$ cat src/rtl/mips_cpu_bus.sv
// ============================================================================
//  Module   : mips_cpu_bus
//  Purpose  : Multicycle MIPS32 subset CPU with one shared Avalon-MM style
//             memory port used for both instruction fetch and data access.
//             Boots at RESET_VECTOR, halts when it would fetch address 0.
//  Revision : 1.0  initial release
// ============================================================================
`default_nettype none

module mips_cpu_bus #(
    parameter logic [31:0] RESET_VECTOR = 32'hBFC00000
) (
    input  logic        clk,
    input  logic        reset,
    output logic        active,
    output logic [31:0] register_v0,
    output logic [31:0] address,
    output logic        write,
    output logic        read,
    input  logic        waitrequest,
    output logic [31:0] writedata,
    output logic [3:0]  byteenable,
    input  logic [31:0] readdata
);

    // Primary opcodes
    localparam logic [5:0] c_OP_SPECIAL = 6'h00;
    localparam logic [5:0] c_OP_J       = 6'h02;
    localparam logic [5:0] c_OP_JAL     = 6'h03;
    localparam logic [5:0] c_OP_BEQ     = 6'h04;
    localparam logic [5:0] c_OP_BNE     = 6'h05;
    localparam logic [5:0] c_OP_ADDIU   = 6'h09;
    localparam logic [5:0] c_OP_SLTI    = 6'h0A;
    localparam logic [5:0] c_OP_SLTIU   = 6'h0B;
    localparam logic [5:0] c_OP_ANDI    = 6'h0C;
    localparam logic [5:0] c_OP_ORI     = 6'h0D;
    localparam logic [5:0] c_OP_XORI    = 6'h0E;
    localparam logic [5:0] c_OP_LUI     = 6'h0F;
    localparam logic [5:0] c_OP_LW      = 6'h23;
    localparam logic [5:0] c_OP_SW      = 6'h2B;

    // SPECIAL function codes
    localparam logic [5:0] c_FN_SLL  = 6'h00;
    localparam logic [5:0] c_FN_SRL  = 6'h02;
    localparam logic [5:0] c_FN_SRA  = 6'h03;
    localparam logic [5:0] c_FN_JR   = 6'h08;
    localparam logic [5:0] c_FN_JALR = 6'h09;
    localparam logic [5:0] c_FN_ADDU = 6'h21;
    localparam logic [5:0] c_FN_SUBU = 6'h23;
    localparam logic [5:0] c_FN_AND  = 6'h24;
    localparam logic [5:0] c_FN_OR   = 6'h25;
    localparam logic [5:0] c_FN_XOR  = 6'h26;
    localparam logic [5:0] c_FN_SLT  = 6'h2A;
    localparam logic [5:0] c_FN_SLTU = 6'h2B;

    typedef enum logic [2:0] {
        S_FETCH = 3'd0,
        S_EXEC  = 3'd1,
        S_MEM   = 3'd2,
        S_WB    = 3'd3,
        S_HALT  = 3'd4
    } state_t;

    state_t      r_state;
    state_t      w_state_nxt;
    logic        r_active;

    logic [31:0] r_pc;          // address of the instruction being executed
    logic        r_br_pending;  // a branch/jump resolved, slot still to run
    logic [31:0] r_br_target;
    logic [31:0] r_gpr [0:31];

    logic [31:0] r_mem_addr;
    logic [31:0] r_wdata;
    logic        r_is_store;
    logic [4:0]  r_load_rt;

    // Instruction fields: the fetched word is only valid during EXEC
    logic [31:0] w_ir;
    logic [5:0]  w_op;
    logic [4:0]  w_rs;
    logic [4:0]  w_rt;
    logic [4:0]  w_rd;
    logic [4:0]  w_shamt;
    logic [5:0]  w_funct;
    logic [31:0] w_simm;
    logic [31:0] w_zimm;
    logic [31:0] w_rs_val;
    logic [31:0] w_rt_val;
    logic [31:0] w_pc4;
    logic [31:0] w_pc8;
    logic [31:0] w_next_pc;
    logic [31:0] w_mem_addr;

    logic        w_wr_en;
    logic [4:0]  w_wr_idx;
    logic [31:0] w_wr_data;
    logic        w_jump;
    logic [31:0] w_jump_target;
    logic        w_is_load;
    logic        w_is_store;

    assign w_ir       = readdata;
    assign w_op       = w_ir[31:26];
    assign w_rs       = w_ir[25:21];
    assign w_rt       = w_ir[20:16];
    assign w_rd       = w_ir[15:11];
    assign w_shamt    = w_ir[10:6];
    assign w_funct    = w_ir[5:0];
    assign w_simm     = {{16{w_ir[15]}}, w_ir[15:0]};
    assign w_zimm     = {16'h0000, w_ir[15:0]};
    assign w_rs_val   = (w_rs == 5'd0) ? 32'h0 : r_gpr[w_rs];
    assign w_rt_val   = (w_rt == 5'd0) ? 32'h0 : r_gpr[w_rt];
    assign w_pc4      = r_pc + 32'd4;
    assign w_pc8      = r_pc + 32'd8;
    // The delay slot runs first; a resolved target takes effect after it
    assign w_next_pc  = r_br_pending ? r_br_target : w_pc4;
    assign w_mem_addr = (w_rs_val + w_simm) & 32'hFFFF_FFFC;

    assign active      = r_active;
    assign register_v0 = r_gpr[2];

    // Decode and ALU: result, destination and control flow of the current IR
    always_comb begin
        w_wr_en       = 1'b0;
        w_wr_idx      = w_rd;
        w_wr_data     = 32'h0;
        w_jump        = 1'b0;
        w_jump_target = 32'h0;
        w_is_load     = 1'b0;
        w_is_store    = 1'b0;
        case (w_op)
            c_OP_SPECIAL: begin
                w_wr_en = 1'b1;
                case (w_funct)
                    c_FN_ADDU: w_wr_data = w_rs_val + w_rt_val;
                    c_FN_SUBU: w_wr_data = w_rs_val - w_rt_val;
                    c_FN_AND:  w_wr_data = w_rs_val & w_rt_val;
                    c_FN_OR:   w_wr_data = w_rs_val | w_rt_val;
                    c_FN_XOR:  w_wr_data = w_rs_val ^ w_rt_val;
                    c_FN_SLT:  w_wr_data = ($signed(w_rs_val) < $signed(w_rt_val)) ? 32'd1 : 32'd0;
                    c_FN_SLTU: w_wr_data = (w_rs_val < w_rt_val) ? 32'd1 : 32'd0;
                    c_FN_SLL:  w_wr_data = w_rt_val << w_shamt;
                    c_FN_SRL:  w_wr_data = w_rt_val >> w_shamt;
                    c_FN_SRA:  w_wr_data = $unsigned($signed(w_rt_val) >>> w_shamt);
                    c_FN_JR: begin
                        w_wr_en       = 1'b0;
                        w_jump        = 1'b1;
                        w_jump_target = w_rs_val;
                    end
                    c_FN_JALR: begin
                        w_wr_data     = w_pc8;
                        w_jump        = 1'b1;
                        w_jump_target = w_rs_val;
                    end
                    default:   w_wr_en = 1'b0;
                endcase
            end
            c_OP_J: begin
                w_jump        = 1'b1;
                w_jump_target = {w_pc4[31:28], w_ir[25:0], 2'b00};
            end
            c_OP_JAL: begin
                w_jump        = 1'b1;
                w_jump_target = {w_pc4[31:28], w_ir[25:0], 2'b00};
                w_wr_en       = 1'b1;
                w_wr_idx      = 5'd31;
                w_wr_data     = w_pc8;
            end
            c_OP_BEQ: begin
                w_jump        = (w_rs_val == w_rt_val);
                w_jump_target = w_pc4 + (w_simm << 2);
            end
            c_OP_BNE: begin
                w_jump        = (w_rs_val != w_rt_val);
                w_jump_target = w_pc4 + (w_simm << 2);
            end
            c_OP_ADDIU: begin
                w_wr_en   = 1'b1;
                w_wr_idx  = w_rt;
                w_wr_data = w_rs_val + w_simm;
            end
            c_OP_SLTI: begin
                w_wr_en   = 1'b1;
                w_wr_idx  = w_rt;
                w_wr_data = ($signed(w_rs_val) < $signed(w_simm)) ? 32'd1 : 32'd0;
            end
            c_OP_SLTIU: begin
                w_wr_en   = 1'b1;
                w_wr_idx  = w_rt;
                w_wr_data = (w_rs_val < w_simm) ? 32'd1 : 32'd0;
            end
            c_OP_ANDI: begin
                w_wr_en   = 1'b1;
                w_wr_idx  = w_rt;
                w_wr_data = w_rs_val & w_zimm;
            end
            c_OP_ORI: begin
                w_wr_en   = 1'b1;
                w_wr_idx  = w_rt;
                w_wr_data = w_rs_val | w_zimm;
            end
            c_OP_XORI: begin
                w_wr_en   = 1'b1;
                w_wr_idx  = w_rt;
                w_wr_data = w_rs_val ^ w_zimm;
            end
            c_OP_LUI: begin
                w_wr_en   = 1'b1;
                w_wr_idx  = w_rt;
                w_wr_data = {w_ir[15:0], 16'h0000};
            end
            c_OP_LW:  w_is_load  = 1'b1;
            c_OP_SW:  w_is_store = 1'b1;
            default:  w_wr_en    = 1'b0;
        endcase
    end

    // Next state and bus outputs; bus outputs depend only on registered state
    always_comb begin
        w_state_nxt = r_state;
        address     = r_pc;
        read        = 1'b0;
        write       = 1'b0;
        byteenable  = 4'b1111;
        writedata   = r_wdata;
        case (r_state)
            S_FETCH: begin
                read = r_active;
                if (r_active && !waitrequest) begin
                    w_state_nxt = S_EXEC;
                end
            end
            S_EXEC: begin
                if (w_is_load || w_is_store) begin
                    w_state_nxt = S_MEM;
                end else if (w_next_pc == 32'h0) begin
                    w_state_nxt = S_HALT;
                end else begin
                    w_state_nxt = S_FETCH;
                end
            end
            S_MEM: begin
                address = r_mem_addr;
                read    = !r_is_store;
                write   = r_is_store;
                if (!waitrequest) begin
                    if (!r_is_store) begin
                        w_state_nxt = S_WB;
                    end else if (r_pc == 32'h0) begin
                        w_state_nxt = S_HALT;
                    end else begin
                        w_state_nxt = S_FETCH;
                    end
                end
            end
            S_WB: begin
                w_state_nxt = (r_pc == 32'h0) ? S_HALT : S_FETCH;
            end
            S_HALT: begin
                w_state_nxt = S_HALT;
            end
            default: begin
                w_state_nxt = S_HALT;
            end
        endcase
    end

    // State register; active rises on the first edge out of reset
    always_ff @(posedge clk or negedge reset) begin
        if (!reset) begin
            r_state  <= S_FETCH;
            r_active <= 1'b0;
        end else begin
            r_state  <= w_state_nxt;
            r_active <= (w_state_nxt != S_HALT);
        end
    end

    // PC and pending branch target advance once per instruction, in EXEC
    always_ff @(posedge clk or negedge reset) begin
        if (!reset) begin
            r_pc         <= RESET_VECTOR;
            r_br_pending <= 1'b0;
            r_br_target  <= 32'h0;
        end else if (r_state == S_EXEC) begin
            r_pc         <= w_next_pc;
            r_br_pending <= w_jump;
            r_br_target  <= w_jump_target;
        end
    end

    // Latch load/store address, store data and load destination for MEM/WB
    always_ff @(posedge clk or negedge reset) begin
        if (!reset) begin
            r_mem_addr <= 32'h0;
            r_wdata    <= 32'h0;
            r_is_store <= 1'b0;
            r_load_rt  <= 5'd0;
        end else if ((r_state == S_EXEC) && (w_is_load || w_is_store)) begin
            r_mem_addr <= w_mem_addr;
            r_wdata    <= w_rt_val;
            r_is_store <= w_is_store;
            r_load_rt  <= w_rt;
        end
    end

    // Register file write-back; $0 is never written
    always_ff @(posedge clk or negedge reset) begin
        if (!reset) begin
            for (int i = 0; i < 32; i++) begin
                r_gpr[i] <= 32'h0;
            end
        end else if ((r_state == S_EXEC) && w_wr_en && (w_wr_idx != 5'd0)) begin
            r_gpr[w_wr_idx] <= w_wr_data;
        end else if ((r_state == S_WB) && (r_load_rt != 5'd0)) begin
            r_gpr[r_load_rt] <= readdata;
        end
    end

endmodule

`default_nettype wire

$ cat config.mk
export PLATFORM = sky130hd
export DESIGN_NAME = mips_cpu_bus
export DESIGN_NICKNAME = d
export VERILOG_FILES = /design/src/rtl/mips_cpu_bus.sv
export SDC_FILE = /design/constraint.sdc
export NUM_CORES = 2
export LEC_CHECK = 0
export CORE_MARGIN = 3
export CORE_UTILIZATION = 50
export DETAILED_ROUTE_END_ITERATION = 6
export PLACE_DENSITY = 0.66
export SLEW_MARGIN = 20
export SYNTH_ARGS = -nofsm -noshare
export SYNTH_HDL_FRONTEND = slang
export SYNTH_SLANG_ARGS = --single-unit
$ cat constraint.sdc
create_clock -name clk -period 6.55 [get_ports clk]
set_input_delay 0.9825 -clock clk [delete_from_list [all_inputs] [get_ports clk]]
set_output_delay 0.9825 -clock clk [all_outputs]
set_load 0.005 [all_outputs]
Yosys cells after proc, flatten, opt, wreduce, memory -nomap -nowiden:

Cells that the tools add are included.

* flip-flop bits (word level): 1161
* latch bits: 0
* memory bits (writable): 0
* memory bits (read-only): 0
* input bits: 35
* output and inout bits: 103
* word-level logic and storage cells: 168
* memories: 0

* add/sub/neg operators: 6
* $mul: 0
* divide/modulo/power cells: 0
* magnitude comparators: 10
* equality and inequality tests: 30
* shift operators: 3
* mux-type cells: 42
* bitwise operators: 10
* reductions and logical operators: 26

Operators by type and width (number)
* bitwise mux 1024 bit: 2
* two-way mux 1024 bit: 2
* two-way mux 32 bit: 11
* one-hot mux 32 bit (11 select lines): 1
* binary-select mux 32 bit (select 5 bit): 2
* demux 32 bit (select 5 bit): 2
* one-hot mux 32 bit (9 select lines): 1
* adder 32 bit: 3
* < comparator 32 bit: 3
* one-hot mux 32 bit (3 select lines): 1
* zero test 32 bit: 2
* == test 6 x 4 -> 1 bit, second input constant: 9
* == test 6 bit, second input constant: 9
* adder 32 x 3 -> 32 bit, second input constant: 1
* adder 32 x 4 -> 32 bit, second input constant: 1
* bitwise AND 32 x 16 -> 32 bit: 1
* bitwise AND 32 bit: 1
* == test 32 bit: 1
* < comparator 32 x 16 -> 1 bit: 1
* inequality test 32 bit: 1
* bitwise OR 32 x 16 -> 32 bit: 1
* bitwise OR 32 bit: 1
* left shift 32 x 5 -> 32 bit: 1
* right shift 32 x 5 -> 32 bit: 1
* 30 further kinds: 68

Depth between registers and ports, before layout:

* depth after elaboration: 11
* depth in mapped cells: 27

Worst setup path before layout:

No wires, ideal clock.

* path kind: input-to-reg
* start point: input readdata[21]
* end point: register r_gpr[221] (netlist bit)
* library setup time: 0.142 ns
* data arrival time: 8.305 ns
* data required time: 6.408 ns
* setup slack: -1.897 ns
* stages: 24
* path through: buf_2 -> buf_1 -> buf_2 -> buf_2 -> clkbuf_1 -> buf_1 -> mux4_2 -> mux4_2 -> mux2i_1 -> nor2_1 -> ha_1 -> clkbuf_1 -> nor2b_1 -> o21ai_0 -> a21bo_2 -> a2111oi_0 -> nor4_1 -> o31ai_1 -> a21oi_1 -> xnor2_1 -> o21ai_1 -> nor3_1 -> clkbuf_1 -> o41ai_1

* cells in the longest elaborated chain, start to end: 10
* elaborated cells on any way between the ends: 19
* classes of those cells: add/sub (3); mux (8); bitwise (7); reduce/logical (1)

RTL lines
* start, declared: line 23 `input logic [31:0] readdata`
* inverter 5 -> 6 bit (not written as such): line 112 `assign w_rs_val = (w_rs == 5'd0) ? 32'h0 : r_gpr[w_rs];`
* binary-select mux 32 bit (select 5 bit): line 112
* two-way mux 32 bit (not written as such) (2 in a row): line 112
* two-way mux 32 bit (*): line 112
* subtractor 32 bit, or another cell as far along: line 137 `c_FN_SUBU: w_wr_data = w_rs_val - w_rt_val;`
* one-hot mux 32 bit (11 select lines): line 135 `case (w_funct)`
* one-hot mux 32 bit (9 select lines) (*): line 132 `case (w_op)`
* bitwise mux 1024 bit (*): line 315 `r_gpr[w_wr_idx] <= w_wr_data;`
* two-way mux 1024 bit (*): line 314 `end else if ((r_state == S_EXEC) && w_wr_en && (w_wr_idx != 5'd0)) begin`
* end signal, assigned by index: line 315
* end signal, assigned by index: line 317 `r_gpr[r_load_rt] <= readdata;`
* end, declared: line 71 `logic [31:0] r_gpr [0:31];`

Every way passes the cells marked *; elsewhere a longest branch is shown, timed or not. The select of a mux whose other input is x is not followed.
A chain may end at the register's enable or synchronous reset.

Final worst setup path:

* start point: input readdata[17]
* end point: register r_gpr[183] (netlist bit)

* cells in the longest elaborated chain, start to end: 10
* elaborated cells on any way between the ends: 28
* classes of those cells: add/sub (2); order compare (2); shift (3); mux (11); bitwise (5); reduce/logical (5)

RTL lines
* inverter 5 -> 6 bit (not written as such): line 113 `assign w_rt_val = (w_rt == 5'd0) ? 32'h0 : r_gpr[w_rt];`
* binary-select mux 32 bit (select 5 bit): line 113
* two-way mux 32 bit (not written as such) (2 in a row): line 113
* two-way mux 32 bit: line 113
* subtractor 32 bit, or another cell as far along: line 137
* one-hot mux 32 bit (11 select lines): line 135
* one-hot mux 32 bit (9 select lines): line 132
* bitwise mux 1024 bit: line 315
* two-way mux 1024 bit: line 314

Parallel ways exist; a longest one is shown, timed or not. The select of a mux whose other input is x is not followed.

==> reports/metrics.yaml <==
status: "complete, but fails checks"
failed_checks: "DRC"
syn_avg_cell_area_sq_um: 9.44
place_hpwl_mm: 310
slowest_stage: "mux4_2"
die_area_sq_um: 171000
hold_ws_ps: 122
clk_pin_slew_ps: 60
min_period_ps: 6400
peakVddDrop_v: 0.000265
drt-wirelength-per-cell_um: 37.2
power_leakage_nw: 42.0
setup-violations-final: 0
core-area_sq_um: 164000
route.vias.total: 86800
fillerInstances: 14000
register_area_sq_um: 29100
layout-drive-gt1-share_pct: 24.3
cts_buffers: 138
cp_cell_sequence: "clkbuf_8 -> buf_4 -> buf_4 -> mux4_2 -> mux4_2 -> mux2i_1 -> buf_4 -> or2_2 -> ha_1 -> inv_1 -> o311ai_0 -> a41oi_1 -> a21oi_1 -> buf_4 -> o21a_1 -> o311ai_2 -> buf_4 -> or4_1 -> nand3_1 -> a211o_1 -> a211oi_4 -> buf_12 -> buf_12 -> o221ai_2"
p_sw_share_pct: 33.2
p_comb_share_pct: 23.5
track_usage_pct: 49.5
place.gp.congestion: 1.09
cts_hold_buffers: 0
ant_nets: 0
internal_power_w: 0.0141
required_ps: 7210
hold_path_class: "primary input to async pin"
dieHeight_um: 413
io_buffers: 133
dr.first_iter.drc_count: 14000
worst_slack_ps: 147
slowest_delay_ps: 590
ys_warn_count: 0
dr.pass1.iters: 7
seq_area_frac_synth_pct: 35.1
synth.ff_latch_count: 1161
worstPathMaxFanout: 15
io_pins: 138
sequentialPowerShare_pct: 36.8
dpl_worst_slack_ps: -1380
grt_pass1_vias: 82800
antenna_found_initial: 23
r2r-end: "r_gpr[54]$_DFFE_PN0P_"
fin_crit_sh_pct: 97.8
p_switching_w: 0.00701
h-tree-depth: 4
synth_top_flop_cell: "dfrtp_1"
critPathMostFrequentCell: "buf_4"
synth_cell_types: 93
multi_input_area_sq_um: 50300
clock.fmax_ghz: 0.156
hold_violations: 0
fin_worst_skew_ps: 72.9
cts_sinks: 1161
cts-root-buf: "clkbuf_16"
drt-total-wl_mm: 430
syn_inst: 8777
r2r_start: "r_gpr[296]$_DFFE_PN0P_"
start_util_pct: 50.6
area_growth_pct: 19.7
rr_worst_depth: 23
clock_path_buffers: 3
synth.cell_area_sq_um: 82900
clkPwrFrac_pct: 39.7
grt_pass1_wl_mm: 611
nets: 9523
start_kind: "primary input"
async_reset_ff_share_pct: 100
drc: 4
p_per_area_nw_per_um2: 213
chipWidth_um: 413
clk_latency_ps: 850
rows: 148
place_area_sq_um: 94100
cp.arrival_ps: 7060
grt.overflow.total: 0
end_kind: "flop"
vias_per_cell: 7.50
rsz0062_at_grt: "false"
drv_slew: 0
synth_edf_count: 0
max-cap-violations: 0
cts_tree: "built"
grt_max_degree: 170
reg2reg_slack_ps: 260
slew_headroom_pct: 15.0
tightestPinTransition_ps: 1240
path_class: "primary input to flop"
stdcell_area_sq_um: 99200
==> logic make-up after synthesis <==
group,synth area share (%)
buffers and inverters,5.65
AOI/OAI and AO/OA,22.9
other,0.00452
and+or+nand+nor,13.8
DFF,35.1
adders and majority gates,3.24
xor gates and xnor gates,1.42
muxes,18.0
==> per-stage QoR <==
stage	total power, W	TNS [ps]	utilization, %	instances
CTS	0.0209	0	60.5	11600
global placement	0.0126	-354770	57.5	11300
finish	0.0211	0	60.6	11600
detailed placement	0.0126	-391570	57.5	11300
global route	0.0216	0	60.6	11600
floorplan	0.0102	0	-	8780
==> worst max-delay path by stage <==
stage / from / end / slack (ps) / cells past startpoint
after CTS: readdata[17] / r_gpr[183]$_DFFE_PN0P_ / 2 / 25
after detailed placement: readdata[21] / r_gpr[48]$_DFFE_PN0P_ / -1380 / 22
final: readdata[17] / r_gpr[183]$_DFFE_PN0P_ / 150 / 24
after floorplan: readdata[18] / r_gpr[315]$_DFFE_PN0P_ / 10 / 25
after global placement: readdata[21] / r_gpr[48]$_DFFE_PN0P_ / -1360 / 23
after global routing: readdata[21] / r_gpr[502]$_DFFE_PN0P_ / 10 / 25
==> critical path, delay by kind of cell <==
family	cells	cell delay, ps
adders and majority gates	1	290
and+or+nand+nor	3	400
muxes	3	1300
buffers and inverters	9	1840
AOI/OAI and AO/OA	8	2180
==> flip-flops by register name, indices dropped and copies added, names as in the netlist <==
signal        cells
active            1
r_br_pending      1
r_br_target      32
r_gpr           992
r_is_store        1
r_load_rt         5
r_mem_addr       30
r_pc             32
r_state           3
register_v0      32
writedata        32
==> per-layer routing <==
layer / global-route usage, % / wire length (um) / share of wire (%)
met1: 61.7 / 149000 / 35
met2: 70.7 / 179000 / 42
met3: 17.1 / 60200 / 14
met4: 37.4 / 41100 / 9.6
met5: 0 / 145 / 0.034
==> cells in the mapped netlist, drive strengths merged, types with 74 or more instances <==
cell type / n / area [sq um]
nor3: 151 / 756
mux2i: 248 / 2480
nand2: 1143 / 4290
a31oi: 173 / 1080
a21oi: 483 / 2420
ha: 208 / 2600
inv: 165 / 619
nand3: 217 / 1090
a22oi: 86 / 646
o221ai: 590 / 5340
o21ai: 490 / 2450
mux4: 520 / 11700
o22ai: 153 / 957
dfrtp: 1152 / 28800
nor2: 653 / 2450
xnor2: 87 / 762
o31ai: 74 / 556
buf: 216 / 1180
clkbuf: 764 / 2870
==> power groups by stage <==
stage          combinational, W  sequential [W]  clock [W]
2_1_floorplan           0.00254         0.00763          0
3_3_place_gp            0.00470         0.00786          0
3_5_place_dp            0.00473         0.00787          0
4_1_cts                 0.00476         0.00774    0.00837
5_1_grt                 0.00514         0.00778    0.00867
6_report                0.00496         0.00777    0.00838
==> timing repair <==
| action | 4_1_cts | 5_1_grt |
|---|---|---|
| gates resized for setup | 3 | 23 |
| buffers inserted | 0 | 1 |
| setup endpoints to repair | 60 | 359 |
| pin swaps | 0 | 2 |
==> cell type report <==
| cell class | instances | area share (%) |
|---|---|---|
| timing repair buffer | 1336 | 11.7 |
| multi-input combinational | 6470 | 50.7 |
| sequential | 1161 | 29.3 |
| inverter | 169 | 0.639 |
| tap | 2175 | 2.74 |
| antenna | 15 | 0.0378 |
| clock inverter | 43 | 0.751 |
| clock buffer | 203 | 4.15 |
==> cells in the final DEF, fill, tap and decap left out, types with 39 or more instances in the layout <==
master and count:
a211oi_1 43, a21o_1 41, a21oi_1 478, a221oi_1 39, a22o_1 45, a22oi_1 86, a31oi_1 164, and2_1 57
and3_1 72, buf_12 105, buf_4 1100, clkbuf_16 139, clkbuf_8 42, clkdlybuf4s50_1 112, dfrtp_1 1152, ha_1 208
inv_1 162, mux2_2 61, mux2i_1 241, mux4_2 520, nand2_1 1133, nand3_1 217, nand4_1 41, nor2_1 643
nor3_1 143, o211ai_1 70, o21a_1 53, o21ai_0 480, o221ai_1 562, o22ai_1 121, o31ai_1 72, or3_1 52
xnor2_1 85, xor2_1 45
Power figures use the tool's default switching activity.
